File: config.mk
export PLATFORM = sky130hd
export DESIGN_NAME = tc0260dar_arb
export DESIGN_NICKNAME = d
export VERILOG_FILES = /design/src/rtl/tc0260dar_pkg.sv /design/src/rtl/tc0260dar_vidpipe.sv /design/src/rtl/tc0260dar_arb.sv
export SDC_FILE = /design/constraint.sdc
export NUM_CORES = 1
export LEC_CHECK = 0
export ABC_AREA = 1
export BUFFER_PORTS_ARGS = -buffer_cell sky130_fd_sc_hd__buf_2
export CORE_MARGIN = 2
export CORE_UTILIZATION = 30
export CTS_CLUSTER_DIAMETER = 200
export DETAILED_ROUTE_END_ITERATION = 8
export PLACE_DENSITY = 0.56
export SYNTH_ARGS = -nofsm -noshare
export SYNTH_HDL_FRONTEND = slang
export SYNTH_HIERARCHICAL = 1
export SYNTH_SLANG_ARGS = --single-unit
File: constraint.sdc
create_clock -name clk -period 1.5 [get_ports clk]
set_input_delay 0.225 -clock clk [delete_from_list [all_inputs] [get_ports clk]]
set_output_delay 0.225 -clock clk [all_outputs]
set_load 0.05 [all_outputs]
File: src/rtl/tc0260dar_pkg.sv
`default_nettype none
// ============================================================================
// Package  : tc0260dar_pkg
// Shared widths and CPU sequencer state encoding for the palette arbiter.
// Revision : 1.0 - initial release
// ============================================================================
package tc0260dar_pkg;

    localparam int c_DEF_AW = 14;
    localparam int c_DEF_DW = 16;

    typedef enum logic [1:0] {
        IDLE   = 2'd0,
        PEND   = 2'd1,
        RDWAIT = 2'd2,
        ACK    = 2'd3
    } cpu_state_t;

endpackage
`default_nettype wire

File: src/rtl/tc0260dar_vidpipe.sv
`default_nettype none
// ============================================================================
// Module   : tc0260dar_vidpipe
// Two-stage video slot pipeline: slot detect, RAM capture, blank zeroing.
// Revision : 1.0 - initial release
// ============================================================================
module tc0260dar_vidpipe #(
    parameter int DW = 16
) (
    input  logic          clk,
    input  logic          rst,
    input  logic          i_ce_pixel,
    input  logic          i_hblank_n,
    input  logic          i_vblank_n,
    input  logic          i_steal,
    input  logic [DW-1:0] i_ram_rdata,
    output logic          o_slot,
    output logic [DW-1:0] o_vid_data,
    output logic          o_vid_valid
);

    logic          r_s1_ce;
    logic          r_s1_act;
    logic          r_s1_steal;
    logic [DW-1:0] r_vid_data;
    logic          r_vid_valid;

    assign o_slot      = i_ce_pixel & i_hblank_n & i_vblank_n;
    assign o_vid_data  = r_vid_data;
    assign o_vid_valid = r_vid_valid;

    always_ff @(posedge clk) begin
        if (rst) begin
            r_s1_ce     <= 1'b0;
            r_s1_act    <= 1'b0;
            r_s1_steal  <= 1'b0;
            r_vid_data  <= '0;
            r_vid_valid <= 1'b0;
        end else begin
            r_s1_ce     <= i_ce_pixel;
            r_s1_act    <= o_slot;
            r_s1_steal  <= i_steal;
            r_vid_valid <= r_s1_ce;
            // A stolen slot leaves the previous palette word on screen.
            if (r_s1_ce && !r_s1_steal)
                r_vid_data <= r_s1_act ? i_ram_rdata : '0;
        end
    end

endmodule
`default_nettype wire

File: src/rtl/tc0260dar_arb.sv
`default_nettype none
// ============================================================================
// Module   : tc0260dar_arb
// Palette RAM time-slot arbiter: video read slot per pixel, CPU in free cycles.
// Option   : DAR_CPU_PRIORITY_EN lets a pending CPU access steal a video slot.
// Revision : 1.0 - initial release
// ============================================================================
module tc0260dar_arb
    import tc0260dar_pkg::*;
#(
    parameter int AW = c_DEF_AW,
    parameter int DW = c_DEF_DW
) (
    input  logic          clk,
    input  logic          reset,
    input  logic          ce_pixel,
    input  logic          hblank_n,
    input  logic          vblank_n,
    input  logic          cpu_cs,
    input  logic [AW-1:0] cpu_addr,
    input  logic [DW-1:0] cpu_din,
    output logic [DW-1:0] cpu_dout,
    input  logic          cpu_rw_n,
    input  logic          cpu_uds_n,
    input  logic          cpu_lds_n,
    output logic          cpu_dtack_n,
    input  logic [AW-1:0] vid_index,
    output logic [DW-1:0] vid_data,
    output logic          vid_valid,
    output logic [AW-1:0] ram_addr,
    input  logic [DW-1:0] ram_rdata,
    output logic [DW-1:0] ram_wdata,
    output logic          ram_we_h_n,
    output logic          ram_we_l_n
`ifdef DAR_CPU_PRIORITY_EN
    ,
    output logic [15:0]   stolen_slots
`endif
);

    cpu_state_t    r_state;
    logic [AW-1:0] r_addr;
    logic [DW-1:0] r_data;
    logic          r_rw_n;
    logic          r_uds_n;
    logic          r_lds_n;
    logic [DW-1:0] r_dout;
    logic          r_dtack_n;

    logic          w_slot;
    logic          w_cpu_owns;
    logic          w_steal;
    logic          w_wr;

    tc0260dar_vidpipe #(.DW(DW)) u_vidpipe (
        .clk         (clk),
        .rst         (reset),
        .i_ce_pixel  (ce_pixel),
        .i_hblank_n  (hblank_n),
        .i_vblank_n  (vblank_n),
        .i_steal     (w_steal),
        .i_ram_rdata (ram_rdata),
        .o_slot      (w_slot),
        .o_vid_data  (vid_data),
        .o_vid_valid (vid_valid)
    );

`ifdef DAR_CPU_PRIORITY_EN
    logic [15:0] r_stolen;

    assign w_cpu_owns   = (r_state == PEND) & cpu_cs;
    assign w_steal      = w_cpu_owns & w_slot & ~reset;
    assign stolen_slots = r_stolen;

    always_ff @(posedge clk) begin
        if (reset)
            r_stolen <= '0;
        else if (w_steal && (r_stolen != 16'hFFFF))
            r_stolen <= r_stolen + 16'd1;
    end
`else
    assign w_cpu_owns = (r_state == PEND) & ~w_slot;
    assign w_steal    = 1'b0;
`endif

    // Strobes are gated by reset so an access interrupted by reset never writes.
    assign w_wr       = w_cpu_owns & cpu_cs & ~r_rw_n & ~reset;
    assign ram_addr   = w_cpu_owns ? r_addr : vid_index;
    assign ram_wdata  = r_data;
    assign ram_we_h_n = ~(w_wr & ~r_uds_n);
    assign ram_we_l_n = ~(w_wr & ~r_lds_n);

    assign cpu_dout    = r_dout;
    assign cpu_dtack_n = r_dtack_n;

    always_ff @(posedge clk) begin
        if (reset) begin
            r_state   <= IDLE;
            r_addr    <= '0;
            r_data    <= '0;
            r_rw_n    <= 1'b1;
            r_uds_n   <= 1'b1;
            r_lds_n   <= 1'b1;
            r_dout    <= '0;
            r_dtack_n <= 1'b1;
        end else begin
            case (r_state)
                IDLE: begin
                    if (cpu_cs) begin
                        r_addr  <= cpu_addr;
                        r_data  <= cpu_din;
                        r_rw_n  <= cpu_rw_n;
                        r_uds_n <= cpu_uds_n;
                        r_lds_n <= cpu_lds_n;
                        r_state <= PEND;
                    end
                end
                PEND: begin
                    if (!cpu_cs) begin
                        r_state <= IDLE;
                    end else if (w_cpu_owns) begin
                        if (r_rw_n) begin
                            r_state <= RDWAIT;
                        end else begin
                            r_state   <= ACK;
                            r_dtack_n <= 1'b0;
                        end
                    end
                end
                RDWAIT: begin
                    r_dout    <= ram_rdata;
                    r_state   <= ACK;
                    r_dtack_n <= 1'b0;
                end
                ACK: begin
                    if (!cpu_cs) begin
                        r_dtack_n <= 1'b1;
                        r_state   <= IDLE;
                    end
                end
                default: r_state <= IDLE;
            endcase
        end
    end

endmodule
`default_nettype wire

## Yosys cells after proc, flatten, opt, wreduce, memory -nomap -nowiden

Index checks and enable logic that the tools add are counted.

- $add $sub $neg: 0
- Bitwise gates (word level): 15
- $mul: 0
- Equality and inequality tests: 9
- Divide/modulo/power cells: 0
- Reductions and logical operators: 5
- Multiplexer cells: 13
- Shift-type cells: 0
- Order comparisons: 0

Operators by type and width:

| operator | number |
|---|---|
| 16-bit two-way mux | 1 |
| 14-bit two-way mux | 1 |
| 2-bit != test (second input constant) | 5 |
| 1-bit AND | 8 |
| 2-bit two-way mux | 4 |
| 2-bit one-hot mux with 4 select lines | 1 |
| 1-bit NOT | 7 |
| 1-bit two-way mux | 5 |
| 5-bit AND reduction | 1 |
| 2-bit equality test (second input constant) | 2 |
| 3-bit != test (second input constant) | 1 |
| 1-bit one-hot mux with 3 select lines | 1 |
| 3-bit AND reduction | 1 |
| 3-bit nonzero test | 1 |
| 2-bit by 1-bit equality test with 1-bit output (second input constant) | 1 |
| 2-bit logical NOT | 1 |
| 2-bit AND reduction | 1 |

- Register bits: 71
- Memories kept: 0
- Output and inout bits: 66
- Bits in latches: 0
- Input bits: 69
- Word-level logic and storage cells: 54
- Bits in writable memories: 0
- Memory bits (read-only): 0

## Logic depth before layout (Yosys ltp)

- Depth in word-level cells: 9
- Mapped depth: 8

## Cells and area by module

The synthesis kept the hierarchy.

Modules (own cells, without submodules):

| module | area each (µm²) | seq. area each (µm²) | cells each | instances |
|---|---|---|---|---|
| tc0260dar_arb | 2288.4 | 1041.0 | 325 | 1 |
| tc0260dar_vidpipe | 963.4 | 400.4 | 150 | 1 |

## Least setup slack after synthesis

Ideal clock, no wire load.

- Path type: register to output
- From: register with a tool-made name
- To: output port ram_addr[10]
- Path slack: 0.004 ns
- Arrival time: 1.271 ns
- Data required time: 1.275 ns
- Stages on the path, launching flop included: 6
- Cells stage by stage: dfxtp_1 inv_2 nand3_1 buf_6 nand2_1 nand2_1

RTL lines:

| element | RTL line | text |
|---|---|---|
| to (decl) | tc0260dar_arb.sv:30 | `output logic [AW-1:0] ram_addr,` |

## Worst setup path in the final report

- From: register r_state[0]
- To: output port ram_addr[0]

- Longest elaborated chain between the ends: 3

Ends and longest elaborated chain:

| element | RTL line | text |
|---|---|---|
| from (decl) | tc0260dar_arb.sv:41 | `cpu_state_t r_state;` |
| from (signal assigned) | tc0260dar_arb.sv:98 | `r_state <= IDLE;` |
| from (signal assigned) | tc0260dar_arb.sv:115 | `r_state <= PEND;` |
| from (signal assigned) | tc0260dar_arb.sv:120 | `r_state <= IDLE;` |
| 2-bit by 1-bit equality test with 1-bit output | tc0260dar_arb.sv:82 | `assign w_cpu_owns = (r_state == PEND) & ~w_slot;` |
| 1-bit AND | tc0260dar_arb.sv:82 |  |
| 14-bit two-way mux | tc0260dar_arb.sv:88 | `assign ram_addr = w_cpu_owns ? r_addr : vid_index;` |

Every way passes these cells.

==> flow_metrics.env <==
export IMPL_drv_slew=0
export IMPL_cts_max_level=3
export IMPL_cp_depth=6
export IMPL_fillCellCount=1144
export IMPL_antenna_found_initial=0
export IMPL_maxSlewHeadroom_pct=62.2
export IMPL_rows=38
export IMPL_numCtsBuffers=9
export IMPL_drive_gt1_share_pct=32.0
export IMPL_clkPwrFrac_pct=29.9
export IMPL_synthCells=475
export IMPL_syn_area_per_cell_sq_um=6.85
export IMPL_vias_per_cell=4.33
export IMPL_synth_edf_count=0
export IMPL_worstSetupStartpointType="flip-flop"
export IMPL_power_density_nw_per_um2=1290
export IMPL_fmax_mhz=651
export IMPL_critPathBufInv=3
export IMPL_cp_cell_sequence="nand2_4 -> inv_4 -> clkbuf_16 -> nand3_1 -> nand2_1 -> buf_6"
export IMPL_ir_worst_vdd_mv=0.451
export IMPL_whs_path_depth=3
export IMPL_dr_pass1_iters=4
export IMPL_async_flop_share_pct=0
export IMPL_internal_power_mw=3.64
export IMPL_yosysTopAreaCell="dfxtp_1"
export IMPL_synth_ff_type="dfxtp_1"
export IMPL_hold_path_class="in -> reg"
export IMPL_hold_violations=0
export IMPL_io_pins=135
export IMPL_p_sw_mw=2.11
export IMPL_cts_root_buf="clkbuf_8"
export IMPL_ys_ff_latch=72
export IMPL_path_class="reg -> out"
export IMPL_dieArea_sq_um=11700
export IMPL_worst_pin_slew_ns=0.565
export IMPL_end_kind="output port"
export IMPL_rsz0062_at_grt="true"
export IMPL_dieWidth_um=108
export IMPL_post_dp_cell_area_sq_um=4070
export IMPL_status="finished with violations"
export IMPL_initial_utilization_pct=30.4
export IMPL_crit_required_ns=1.27
export IMPL_synth_warnings=6
export IMPL_grt_max_degree=37
export IMPL_synth_top_cell_area_share_pct=44.3
export IMPL_setup_viol=15
export IMPL_overflow=0
export IMPL_violations="negative setup slack"
export IMPL_switching_share_pct=36.7
export IMPL_ys_top_cells_by_area="dfxtp_1 (44%), nor2_1 (15%), nand2_1 (13%)"
export IMPL_post_route_util_pct=41.7
export IMPL_p_leak_nw=2.38
export IMPL_portBuffers=134
export IMPL_cts_tree="done"
export IMPL_wl_per_cell_um=11.6
export IMPL_finalCritPeriodShare_pct=102
export IMPL_max_stage_delay_ns=0.37
export IMPL_syn_num_nets=544
export IMPL_crit_slowest_cell="dfxtp_4"
export IMPL_wirelength_um=8720
export IMPL_final_nets=676
export IMPL_comb_power_share_pct=31.6
export IMPL_synth_common_cells="nor2_1 (130), nand2_1 (110), dfxtp_1 (72)"
export IMPL_period_needed_ns=1.54
export IMPL_ys_seq_area_share_pct=44.3
export IMPL_vias=3258
export IMPL_ys_types=21
export IMPL_die_y_um=108
export IMPL_dpl_hpwl_um=6200
export IMPL_multi_input_area_sq_um=1470
export IMPL_worstPathArrival_ns=1.31
export IMPL_cts_path_max_buffers=2
export IMPL_seqPwrFrac_pct=38.5
export IMPL_cts_sinks=72
export IMPL_drc_errors=0
export IMPL_r2r_cells=7
export IMPL_syn_area_sq_um=3250
export IMPL_stdcell_area_sq_um=4460
export IMPL_clkTransAtPathRegs_ns=0.07
export IMPL_core_area_sq_um=10700
export IMPL_drt_iter0_drc=131
export IMPL_area_growth_pct=37.1
export IMPL_insertion_delay_ns=0.36
export IMPL_maxCapViolCount=0
export IMPL_setup_ws_ns=-0.0355
export IMPL_drtAntennaViolNets=0
export IMPL_clock_skew_ns=0.00872
export IMPL_yosysMostFrequentCell="nor2_1"
export IMPL_gp_congestion=0.737
export IMPL_critPathMaxFanout=7
export IMPL_grt_pass1_wl_um=14000
export IMPL_cts_hold_buf=0
export IMPL_crit_family="flip-flops"
export IMPL_regArea_sq_um=1450
export IMPL_grtUsageTotal_pct=15.2
export IMPL_diodes=0
export IMPL_grt_pass1_vias=3058
## cells by family (layout without fill, tap and decap cells)
| logic type | count (synthesis) | in the layout | synth area share [%] |
|---|---|---|---|
| flip-flops | 72 | 72 | 44.3 |
| AND/OR/NAND/NOR | 311 | 311 | 41.9 |
| other | 1 | 1 | 0.115 |
| AO/OA/AOI/OAI | 18 | 18 | 2.77 |
| buffers and inverters | 73 | 210 | 10.9 |
## tightest hold or removal path: stages
cell and delay, ns:
buf_2 0.08, inv_1 0.05, nor2_1 0.07
## sequential cells by signal, indices dropped and copies added, names as in the netlist, 14 cells and up, named ones only
register and cells:
cpu_dout 16, ram_wdata 16, u_vidpipe/o_vid_data 16, r_addr 14
## cells in the final DEF, fill, tap and decap left out, types with 6 or more instances in the layout
| cell type | n |
|---|---|
| buf_4 | 6 |
| buf_12 | 6 |
| nand2_1 | 109 |
| nand3b_1 | 32 |
| clkbuf_8 | 9 |
| o21ai_0 | 16 |
| nor2_1 | 129 |
| nand2_2 | 12 |
| buf_6 | 16 |
| buf_2 | 118 |
| inv_2 | 14 |
| inv_1 | 30 |
| dfxtp_1 | 70 |
| nand3_1 | 24 |
## area by class of cell
class / instances / share of cell area (%)
sequential: 72 / 32.4
clock buffer: 10 / 2.86
inverter: 47 / 4.10
tap: 140 / 3.93
clock inverter: 6 / 2.10
timing repair buffer: 147 / 21.5
multi-input combinational: 330 / 33.0
## per-stage QoR
| stage | setup TNS [ns] | power, mW | std cells | worst slack (ns) | hold slack, ns |
|---|---|---|---|---|---|
| after floorplan | 0 | 3.50 | 475 | 0.00403 | 0.296 |
| after detailed placement | 0 | 3.96 | 734 | 0.0345 | 0.432 |
| final | -0.285 | 5.74 | 752 | -0.0355 | 0.105 |
| after CTS | -0.461 | 5.78 | 750 | -0.0405 | 0.0886 |
| after global routing | -1.64 | 6.05 | 752 | -0.126 | 0.122 |
| after global placement | 0 | 3.93 | 734 | 0.0676 | 0.427 |
## power groups by stage
stage / Clock, mW / Combinational, mW / Sequential [mW]
finish: 1.72 / 1.82 / 2.21
global route: 1.84 / 1.97 / 2.23
CTS: 1.78 / 1.79 / 2.21
detailed placement: 0 / 1.71 / 2.25
global placement: 0 / 1.68 / 2.25
floorplan: 0 / 0.801 / 2.69
## routing by layer
metal  GRT usage [%]  vias to the layer above  part of all wire (%)
met5               0                        -                     0
met4            6.87                        0                   1.0
met3            3.74                        9                   8.1
met2            26.5                      104                    48
met1            17.5                     1449                    43
li1                -                     1696                     -
## timing repair
item | CTS | global route
setup buffers | 0 | 1
pin swaps | 0 | 1
setup endpoints to repair | 16 | 19
gates cloned | 0 | 1
resized for setup | 37 | 5
## final timing paths
check                         start               endpoint  slack, ns
setup / recovery         r_state[0]            ram_addr[0]      -0.04
hold / removal             ce_pixel      u_vidpipe/r_s1_ce       0.10
hold reg to reg   u_vidpipe/r_s1_ce  u_vidpipe/o_vid_valid       0.44
setup reg to reg         r_state[0]            cpu_dout[4]       0.21
Note: power is estimated with default switching activity, not from simulation.
